--- config.mk ---
export PLATFORM = sky130hd
export DESIGN_NAME = pkt_serializer
export DESIGN_NICKNAME = d
export VERILOG_FILES = /design/src/rtl/pkt_serializer.sv
export SDC_FILE = /design/constraint.sdc
export NUM_CORES = 1
export LEC_CHECK = 0
export ABC_AREA = 0
export BUFFER_PORTS_ARGS = -buffer_cell sky130_fd_sc_hd__buf_2
export CORE_UTILIZATION = 45
export CTS_CLUSTER_DIAMETER = 40
export DETAILED_ROUTE_END_ITERATION = 8
export PLACE_DENSITY = 0.59
export SLEW_MARGIN = 20
export SYNTH_ARGS = -nofsm -noshare
export SYNTH_HDL_FRONTEND = slang
export SYNTH_SLANG_ARGS = --single-unit
--- constraint.sdc ---
create_clock -name clk_50 -period 3.73 [get_ports clk_50]
set_clock_uncertainty 0.1 [all_clocks]
set_input_delay 0.746 -clock clk_50 [delete_from_list [all_inputs] [get_ports clk_50]]
set_output_delay 0.746 -clock clk_50 [all_outputs]
set_load 0.02 [all_outputs]
--- src/rtl/pkt_serializer.sv ---
// Byte FIFO feeding an LSB-first serializer with a programmable idle gap between bytes.
// Bytes queue while link_up=0 and drain back-to-back (plus gap) while link_up=1.
module pkt_serializer #(
    parameter int DEPTH = 16
) (
    input  logic                     clk_50,
    input  logic                     reset_n,
    input  logic [7:0]               byte_in,
    input  logic                     byte_wr,
    input  logic                     link_up,
    input  logic [7:0]               gap_cycles,
    output logic                     serial_data,
    output logic                     data_ena,
    output logic [$clog2(DEPTH):0]   fifo_count,
    output logic                     fifo_full,
    output logic                     overflow
);

    localparam int AW = $clog2(DEPTH);

    localparam logic [1:0] ST_IDLE  = 2'd0;
    localparam logic [1:0] ST_SHIFT = 2'd1;
    localparam logic [1:0] ST_GAP   = 2'd2;

    localparam logic [AW-1:0] PTR_ONE   = AW'(1);
    localparam logic [AW:0]   CNT_ZERO  = (AW+1)'(0);
    localparam logic [AW:0]   CNT_ONE   = (AW+1)'(1);
    localparam logic [AW:0]   CNT_DEPTH = (AW+1)'(DEPTH);

    logic [7:0]    r_mem [DEPTH];
    logic [AW-1:0] r_wptr;
    logic [AW-1:0] r_rptr;
    logic [AW:0]   r_count;
    logic          r_full;
    logic          r_ovf;

    logic [1:0]    r_state;
    logic [7:0]    r_shreg;
    logic [2:0]    r_bitcnt;
    logic [7:0]    r_gapcnt;
    logic          r_serial;
    logic          r_ena;

    logic          w_push;
    logic          w_pop;
    logic          w_empty;
    logic [AW:0]   w_count_nxt;
    logic [7:0]    w_gap_load;

    // Push/pop decisions; the pop only ever looks at the registered count, so a byte
    // pushed this edge cannot also be popped this edge.
    always_comb begin
        w_push  = byte_wr & ~r_full;
        w_empty = (r_count == CNT_ZERO);
        w_pop   = 1'b0;
        case (r_state)
            ST_IDLE: w_pop = link_up & ~w_empty;
            ST_GAP:  w_pop = link_up & ~w_empty & (r_gapcnt == 8'd1);
            default: w_pop = 1'b0;
        endcase
        if (w_push && !w_pop) begin
            w_count_nxt = r_count + CNT_ONE;
        end else if (!w_push && w_pop) begin
            w_count_nxt = r_count - CNT_ONE;
        end else begin
            w_count_nxt = r_count;
        end
        if (gap_cycles == 8'd0) begin
            w_gap_load = 8'd1;
        end else begin
            w_gap_load = gap_cycles;
        end
    end

    // Byte storage; contents need no reset because the pointers define validity.
    always_ff @(posedge clk_50) begin
        if (reset_n && w_push) begin
            r_mem[r_wptr] <= byte_in;
        end
    end

    // FIFO pointers, occupancy and the sticky drop flag.
    always_ff @(posedge clk_50) begin
        if (!reset_n) begin
            r_wptr  <= {AW{1'b0}};
            r_rptr  <= {AW{1'b0}};
            r_count <= CNT_ZERO;
            r_full  <= 1'b0;
            r_ovf   <= 1'b0;
        end else begin
            if (w_push) begin
                r_wptr <= r_wptr + PTR_ONE;
            end
            if (w_pop) begin
                r_rptr <= r_rptr + PTR_ONE;
            end
            r_count <= w_count_nxt;
            r_full  <= (w_count_nxt == CNT_DEPTH);
            if (byte_wr && r_full) begin
                r_ovf <= 1'b1;
            end
        end
    end

    // Serializer FSM; outputs are registered from the current state, so they trail
    // the state by one edge (pop at N+1, first bit visible from N+2).
    always_ff @(posedge clk_50) begin
        if (!reset_n) begin
            r_state  <= ST_IDLE;
            r_shreg  <= 8'd0;
            r_bitcnt <= 3'd0;
            r_gapcnt <= 8'd0;
            r_serial <= 1'b0;
            r_ena    <= 1'b0;
        end else begin
            case (r_state)
                ST_IDLE: begin
                    r_serial <= 1'b0;
                    r_ena    <= 1'b0;
                    if (w_pop) begin
                        r_shreg  <= r_mem[r_rptr];
                        r_bitcnt <= 3'd0;
                        r_state  <= ST_SHIFT;
                    end
                end
                ST_SHIFT: begin
                    r_serial <= r_shreg[0];
                    r_ena    <= 1'b1;
                    r_shreg  <= {1'b0, r_shreg[7:1]};
                    r_bitcnt <= r_bitcnt + 3'd1;
                    if (r_bitcnt == 3'd7) begin
                        r_gapcnt <= w_gap_load;
                        r_state  <= ST_GAP;
                    end
                end
                ST_GAP: begin
                    r_serial <= 1'b0;
                    r_ena    <= 1'b0;
                    if (r_gapcnt == 8'd1) begin
                        if (w_pop) begin
                            r_shreg  <= r_mem[r_rptr];
                            r_bitcnt <= 3'd0;
                            r_state  <= ST_SHIFT;
                        end else begin
                            r_state  <= ST_IDLE;
                        end
                    end else begin
                        r_gapcnt <= r_gapcnt - 8'd1;
                    end
                end
                default: begin
                    r_state  <= ST_IDLE;
                    r_serial <= 1'b0;
                    r_ena    <= 1'b0;
                end
            endcase
        end
    end

    assign serial_data = r_serial;
    assign data_ena    = r_ena;
    assign fifo_count  = r_count;
    assign fifo_full   = r_full;
    assign overflow    = r_ovf;

endmodule

==> Flow_metrics.wiki, run 1 <==
{| class="wikitable"
! Metric !! Value
|-
| Outcome || completed
|-
| Hold Startpoint || r_shreg[7]
|-
| Setup violations, final || 0
|-
| Number of remaining DRC errors || 0
|-
| Clock network power share || about a third
|-
| Psw || 1.35 mW
|-
| Summed instance area of the synthesized netlist || 0.00696 mm2
|-
| Num rows || 45
|-
| Synth area leader || sky130_fd_sc_hd__edfxtp_1
|-
| FF-to-FF setup slack || 1090 ps
|-
| Crit-path leading delay family || simple AND/OR/NAND/NOR gates
|-
| Via count of the routed design || 3817
|-
| Hold-fix buffers at CTS || 0
|-
| Multi-input gate area || 0.00216 mm2
|-
| Seq cells post-synth || 170
|-
| Number of maximum-capacitance violations || 0
|-
| Worst supply voltage drop on vdd || 416 uV
|-
| Sequential area share after synthesis || 67.3%
|-
| Maximum number of pins on one net before global-route repair || 44
|-
| Main synth FF type || sky130_fd_sc_hd__edfxtp_1
|-
| Most common cell in the synthesized netlist || sky130_fd_sc_hd__edfxtp_1
|-
| Final antenna diode count || 0
|-
| Antenna violations before repair || 0
|-
| Wire length the detailed router placed on met1 || 6.45 mm
|-
| Max Fclk || 379 MHz
|-
| Met3 wire length || ~570 um
|-
| Setup TNS || 0 ps
|-
| Worst hold path type || reg -> reg
|-
| Maximum buffer depth of the clock tree || 2
|-
| Library cells used by synthesis || 48
|-
| Depth of the CTS H-tree || 4
|-
| Buf/Inv on CP || 1
|-
| Routability congestion estimate from global placement || 0.750
|-
| Area contributors post-synth || sky130_fd_sc_hd__edfxtp_1, sky130_fd_sc_hd__mux4_2, sky130_fd_sc_hd__dfxtp_1
|-
| Share of async-settable or async-resettable flops after synthesis || 0%
|-
| Die Span Y || 126 um
|-
| CTS sink count || 170
|-
| TritonRoute pass-1 iters || 4
|-
| Area overhead of the layout relative to synthesis || 14.2%
|-
| Top layer reached by signal wires || met4
|-
| Period utilization || 70.8%
|-
| Required time of the critical path || ~4000 ps
|-
| Pins over their slew limit || 0
|-
| PostCTS Resize Cnt || 0
|-
| Share of Yosys cell area claimed by the top area cell type || 55.2%
|-
| Worst Setup Start Kind || flop
|-
| Setup repair after global routing missed its margin || false
|-
| Number of flops mapped to enable cells by yosys || 128
|-
| Final ANT Viol Nets || 0
|-
| LEAKAGE || 2.67 nW
|-
| Std-Cell Core Area || 0.0151 mm2
|-
| I/O Pins || 29
|-
| Mapped Avg Cell Area || 15.9 um2
|-
| Number of nets in the layout || 517
|-
| Time the final worst path needs with I/O delays and setup || 2640 ps
|-
| Slowest stage delay, CP || between 600 and 700 ps
|-
| Avg Vias per Cell || approximately 5.6
|-
| Root buffer cell || sky130_fd_sc_hd__clkbuf_16
|-
| Cells after Synth || roughly 440
|-
| Clock tree from TritonCTS || yes
|-
| Worst Path Max Fanout || 18
|-
| Number of inserted filler cells in the final layout || approximately 1200
|-
| Critical path data arrival time || 2860 ps
|-
| Half-perimeter wire length of the detailed placement result || ~8.7 mm
|-
| Post-CTS Setup Bufs || 0
|-
| Proportion of power drawn by flip-flops and latches || 47.0%
|-
| Combinational share of power || 19.7%
|-
| Start-to-end type of the worst setup path || reg -> reg
|-
| Via count of the first global-routing pass || just under 4000
|-
| Global-route wire length before repair || 21.9 mm
|-
| Placed Instances || 654
|-
| Remaining global-route overflow || 0
|-
| Post-Layout Cell Count || 686
|-
| Int Power || 3.50 mW
|-
| Element type at the critical path end || flop
|-
| Fraction of power spent switching nets || 27.8%
|-
| Met2 Routed Length || ~6.6 mm
|-
| Startpoint of the lowest-slack register-to-register path || fifo_count[1]
|-
| Cell-by-cell trace of the critical path || inv_1 > ha_1 > nor2b_1 > nor3b_1 > or3_1 > mux2i_1 > xor2_1 > nor4b_1
|-
| Transition at the pin with the smallest max-transition slack || 892 ps
|-
| Width of the chip || 126 um
|-
| Total of buffers placed on input and output ports || 28
|-
| Flip-flop and latch area || ~0.0047 mm2
|-
| Pwr per Cell Area || 610 mW/mm2
|-
| Proportion of layout cells with a drive suffix above 1 || 26.1%
|-
| Post-synth top cells || sky130_fd_sc_hd__edfxtp_1, sky130_fd_sc_hd__dfxtp_1, sky130_fd_sc_hd__mux4_2, sky130_fd_sc_hd__nor2_1, sky130_fd_sc_hd__nand2_1
|-
| Destination of the worst hold path || r_shreg[7]
|-
| Cts bufs inserted || 17
|-
| Clock latency reported for the late side of the worst-skew pair || ~430 ps
|-
| Path depth of the worst reg2reg path || 8
|-
| Starting Density || 46.0%
|-
| Combined global-route utilization of all metal layers || 19.0%
|-
| Yosys warns || 0
|-
| Clk slew on worst S/H paths || 60 ps
|-
| WL per Instance || 20.2 um
|-
| Worst hold path cell count || 2
|-
| Total Die Area || 0.0160 mm2
|-
| Critical Path Slowest Stage Cell || sky130_fd_sc_hd__or3_1
|-
| DR iter-0 viols || 344
|-
| Hold violation count in the final report || 0
|-
| Number of nets in the synthesized netlist || between 400 and 500
|-
| Wire length reported by the detailed router || 13.9 mm
|-
| Worst reg2reg path endpoint || fifo_full
|-
| Max-slew headroom at the worst pin || 40.0%
|}
-- flip-flops by register name, summed over array words and instances (netlist names), 2 cells and up, named ones only --
register    count
r_mem         128
r_gapcnt        8
r_shreg         8
fifo_count      5
r_rptr          4
r_wptr          4
r_bitcnt        3
r_state         2
-- power groups by stage --
stage | logic, mW | registers (mW) | clock network, mW
floorplan | 0.777 | 2.27 | 0
global placement | 0.953 | 2.32 | 0
detailed placement | 0.962 | 2.32 | 0
CTS | 0.967 | 2.28 | 1.65
global route | 1.06 | 2.31 | 1.72
finish | 0.955 | 2.28 | 1.62
-- metal layers --
layer	vias up	GRT usage, %
met5	-	0
met4	0	7.73
met3	21	4.26
met2	90	30.3
met1	1924	25.5
li1	1782	-
-- worst min-delay path: cells and delay by family, from the launching register on --
family | cells | cell delay (ps)
flops | 1 | 310
simple gates | 1 | 60
compound gates | 1 | 50
-- stage by stage --
step	hold slack [ps]	power, mW	util (%)	worst slack [ps]	instance area, um2
after floorplan	337	3.04	-	1290	6960
after global placement	353	3.27	48.9	1180	7410
after detailed placement	359	3.29	48.9	1090	7410
after CTS	370	4.90	52.5	1060	7950
after global routing	400	5.09	52.5	862	7950
final	369	4.85	52.5	1090	7950
-- logic make-up after synthesis --
| family | after synthesis | synth area share (%) |
|---|---|---|
| and+or+nand+nor | 110 | 8.39 |
| adders and majority gates | 12 | 2.16 |
| buffers and inverters | 28 | 1.69 |
| muxes | 43 | 13.4 |
| xor gates and xnor gates | 10 | 1.26 |
| AOI/OAI and AO/OA | 65 | 5.86 |
| DFF | 170 | 67.3 |
-- layout make-up --
cell class	instances	area share [%]
sequential	170	58.9
multi-input combinational	240	27.2
clock buffer	18	5.40
timing repair buffer	50	3.84
tap	188	2.96
clock inverter	14	1.40
inverter	6	0.283
-- layout by cell type (no fill, tap or decap), types with 5 or more instances in the layout --
cell and count:
sky130_fd_sc_hd__clkbuf_16 17, sky130_fd_sc_hd__nand2b_1 6, sky130_fd_sc_hd__edfxtp_1 128, sky130_fd_sc_hd__o21ai_0 17, sky130_fd_sc_hd__xnor2_1 7, sky130_fd_sc_hd__nor2b_1 8
sky130_fd_sc_hd__nand2_1 26, sky130_fd_sc_hd__a21oi_1 24, sky130_fd_sc_hd__nor2_1 28, sky130_fd_sc_hd__ha_1 12, sky130_fd_sc_hd__inv_6 5, sky130_fd_sc_hd__and2_1 15
sky130_fd_sc_hd__dfxtp_1 41, sky130_fd_sc_hd__mux4_2 40, sky130_fd_sc_hd__inv_1 6, sky130_fd_sc_hd__nand3_1 6, sky130_fd_sc_hd__buf_4 22, sky130_fd_sc_hd__buf_2 28
-- worst max-delay path by stage --
stage	start	end	slack, ps	depth (start not counted)
final	fifo_count[1]	fifo_full	1090	8
after global routing	fifo_count[1]	fifo_full	860	8
after CTS	fifo_count[1]	fifo_full	1060	8
after detailed placement	fifo_count[1]	fifo_full	1090	8
after global placement	byte_wr	r_mem[3][7]	1180	4
after floorplan	byte_wr	r_mem[3][0]	1290	4
No activity file was read; power rests on OpenSTA's default activity.
==> run 2, diff against run 1 <==
- PLACE_DENSITY: 0.59 -> 0.62
- clock period: 3.73 -> 2.35 ns (I/O delays scaled with it)
==> run 2 against run 1 <==
Combinational power increased by 82%. Global-route usage is 1.3 points lower. Highest routed layer unchanged. Cell count grew 1.5%. Sequential cell count unchanged. Power increased by 63%. Critical path depth is the same. Largest power group unchanged. Sequential power grew 54%.
==> Flow_metrics.wiki, run 2 (same netlist as run 1, synthesis figures left out) <==
{| class="wikitable"
! Metric !! Value
|-
| Maximum number of pins on one net before global-route repair || 38 (-14%)
|-
| Slowest stage delay, CP || 430 ps (-190 ps)
|-
| Maximum buffer depth of the clock tree || 2 (unchanged)
|-
| Std-Cell Core Area || 0.0151 mm2 (unchanged)
|-
| TritonRoute pass-1 iters || 4 (unchanged)
|-
| Total Die Area || 0.0160 mm2 (unchanged)
|-
| Pins over their slew limit || 0 (unchanged)
|-
| LEAKAGE || 2.75 nW (+2.9%)
|-
| Number of nets in the layout || 527 (+1.9%)
|-
| Number of remaining DRC errors || 0 (unchanged)
|-
| Pwr per Cell Area || 978 mW/mm2 (+60%)
|-
| Required time of the critical path || 2580 ps (-1380 ps)
|-
| Worst Path Max Fanout || 7 (-11)
|-
| Number of inserted filler cells in the final layout || 1198 (-0.83%)
|-
| Max-slew headroom at the worst pin || 58.0% (+18 points)
|-
| Outcome || completed
|-
| Worst Setup Start Kind || flop
|-
| Remaining global-route overflow || 0 (unchanged)
|-
| I/O Pins || 29 (unchanged)
|-
| Final ANT Viol Nets || 0 (unchanged)
|-
| Buf/Inv on CP || 1 (unchanged)
|-
| Worst setup slack after placement || -8.14 ps (-1100 ps)
|-
| Path depth of the worst reg2reg path || 8 (unchanged)
|-
| Half-perimeter wire length of the detailed placement result || 8.56 mm (-1.6%)
|-
| Final antenna diode count || 0 (unchanged)
|-
| Transition at the pin with the smallest max-transition slack || 629 ps (-264 ps)
|-
| DR iter-0 viols || 270 (-22%)
|-
| Num rows || 45 (unchanged)
|-
| Setup TNS || 0 ps (unchanged)
|-
| Proportion of layout cells with a drive suffix above 1 || 28.3% (+2.2 points)
|-
| Via count of the routed design || 3820 (+0.079%)
|-
| Startpoint of the lowest-slack register-to-register path || r_gapcnt[1]
|-
| Flip-flop and latch area || 0.00469 mm2 (unchanged)
|-
| Wire length reported by the detailed router || 13.1 mm (-5.6%)
|-
| Time the final worst path needs with I/O delays and setup || 2210 ps (-434 ps)
|-
| Number of maximum-capacitance violations || 0 (unchanged)
|-
| Largest register FFs || 128 (unchanged)
|-
| Hold violation count in the final report || 0 (unchanged)
|-
| Cell-by-cell trace of the critical path || inv_1 > ha_1 > nor4b_4 > a21boi_2 > or3_4 > o32ai_2 > xor2_1 > nor4b_2
|-
| Leading cell types in the layout, fill and taps excluded || sky130_fd_sc_hd__edfxtp_1, sky130_fd_sc_hd__dfxtp_1, sky130_fd_sc_hd__mux4_2
|-
| Critical path data arrival time || 2440 ps (-420 ps)
|-
| Area overhead of the layout relative to synthesis || 16.2%
|-
| Worst hold path cell count || 3 (+1)
|-
| Max Fclk || 453 MHz (+20%)
|-
| Period utilization || 93.8% (+23 points)
|-
| Via count of the first global-routing pass || 3799 (-1.9%)
|-
| CTS sink count || 170 (unchanged)
|-
| Depth of the CTS H-tree || 4 (unchanged)
|-
| Worst hold path type || in -> reg
|-
| Element type at the critical path end || flop
|-
| Worst supply voltage drop on vdd || 569 uV (+37%)
|-
| Most common cell after layout, fill and taps aside || sky130_fd_sc_hd__edfxtp_1
|-
| Total of buffers placed on input and output ports || 28 (unchanged)
|-
| Starting Density || 46.0% (unchanged)
|-
| Crit-path leading delay family || simple AND/OR/NAND/NOR gates
|-
| Avg Vias per Cell || 5.49 (-1.4%)
|-
| WL per Instance || 18.8 um (-7.0%)
|-
| Worst reg2reg path endpoint || fifo_full
|-
| Most flop-heavy register || r_mem
|-
| Die Span Y || 126 um (unchanged)
|-
| Cts bufs inserted || 17 (unchanged)
|-
| Clock latency reported for the late side of the worst-skew pair || 430 ps (about the same)
|-
| Antenna violations before repair || 0 (unchanged)
|-
| Multi-input gate area || 0.00217 mm2 (+0.52%)
|-
| Combined global-route utilization of all metal layers || 17.7% (-1.3 points)
|-
| Global-route wire length before repair || 20.8 mm (-5.2%)
|-
| Setup repair after global routing missed its margin || false
|-
| Destination of the worst hold path || overflow
|-
| Critical Path Slowest Stage Cell || sky130_fd_sc_hd__or3_4
|-
| Worst setup slack after layout || 145 ps (-946 ps)
|-
| FF-to-FF setup slack || 140 ps (-950 ps)
|-
| Hold-fix buffers at CTS || 0 (unchanged)
|-
| Width of the chip || 126 um (unchanged)
|-
| Finished Core Util || 53.4% (+0.94 points)
|-
| Hold Startpoint || byte_wr
|-
| Regs by FF count || r_mem: 128 flops, r_gapcnt: 8 flops, r_shreg: 8 flops
|-
| Clk slew on worst S/H paths || 70 ps (about the same)
|-
| Start-to-end type of the worst setup path || reg -> reg
|-
| Root buffer cell || sky130_fd_sc_hd__clkbuf_16
|-
| Routability congestion estimate from global placement || 0.750 (about the same)
|-
| Clock tree from TritonCTS || yes
|-
| Setup violations, final || 0 (unchanged)
|}
[run 2: per-layer routing]
metal  GRT usage [%]  routed length (um)
met5               0                   0
met2            28.7                6470
met1            24.1                6100
met4            4.68                  51
met3            4.18                 467
[run 2: cell type report]
type	instances	area share, %
clock buffer	17	5.26
clock inverter	15	1.81
inverter	6	0.278
multi-input combinational	240	26.8
sequential	170	57.9
tap	188	2.91
timing repair buffer	60	5.01
[run 2: tightest hold or removal path, cell delays in order]
cell	delay, ps
sky130_fd_sc_hd__buf_2	100
sky130_fd_sc_hd__a21oi_1	60
sky130_fd_sc_hd__nor2b_1	90
[run 2: how the worst max path moves through the flow]
| stage | from | to | cells after the start |
|---|---|---|---|
| after floorplan | fifo_count[0] | fifo_full | 9 |
| after global placement | r_gapcnt[1] | fifo_full | 8 |
| after detailed placement | r_gapcnt[1] | fifo_full | 8 |
| after CTS | r_gapcnt[1] | fifo_full | 8 |
| after global routing | r_gapcnt[1] | fifo_full | 8 |
| final | r_gapcnt[1] | fifo_full | 8 |
[run 2: power breakdown]
group          internal, mW  switching (mW)
combinational         0.867           0.873
sequential             3.40           0.109
clock                  1.41            1.26
total                  5.67            2.24
[run 2: stage by stage]
step,power [mW],cell area [um2],hold slack [ps],cells
global placement,5.28,7500,355,663
floorplan,4.83,6960,337,438
CTS,8.00,8080,209,695
detailed placement,5.32,7500,368,663
finish,7.91,8090,225,696
global route,8.30,8090,273,696
[run 2: repair_timing]
item / 4_1_cts / 5_1_grt
resized for setup: 1 / 1
setup buffers: 0 / 1
setup endpoints to repair: 1 / 1
pin swaps: 0 / 1
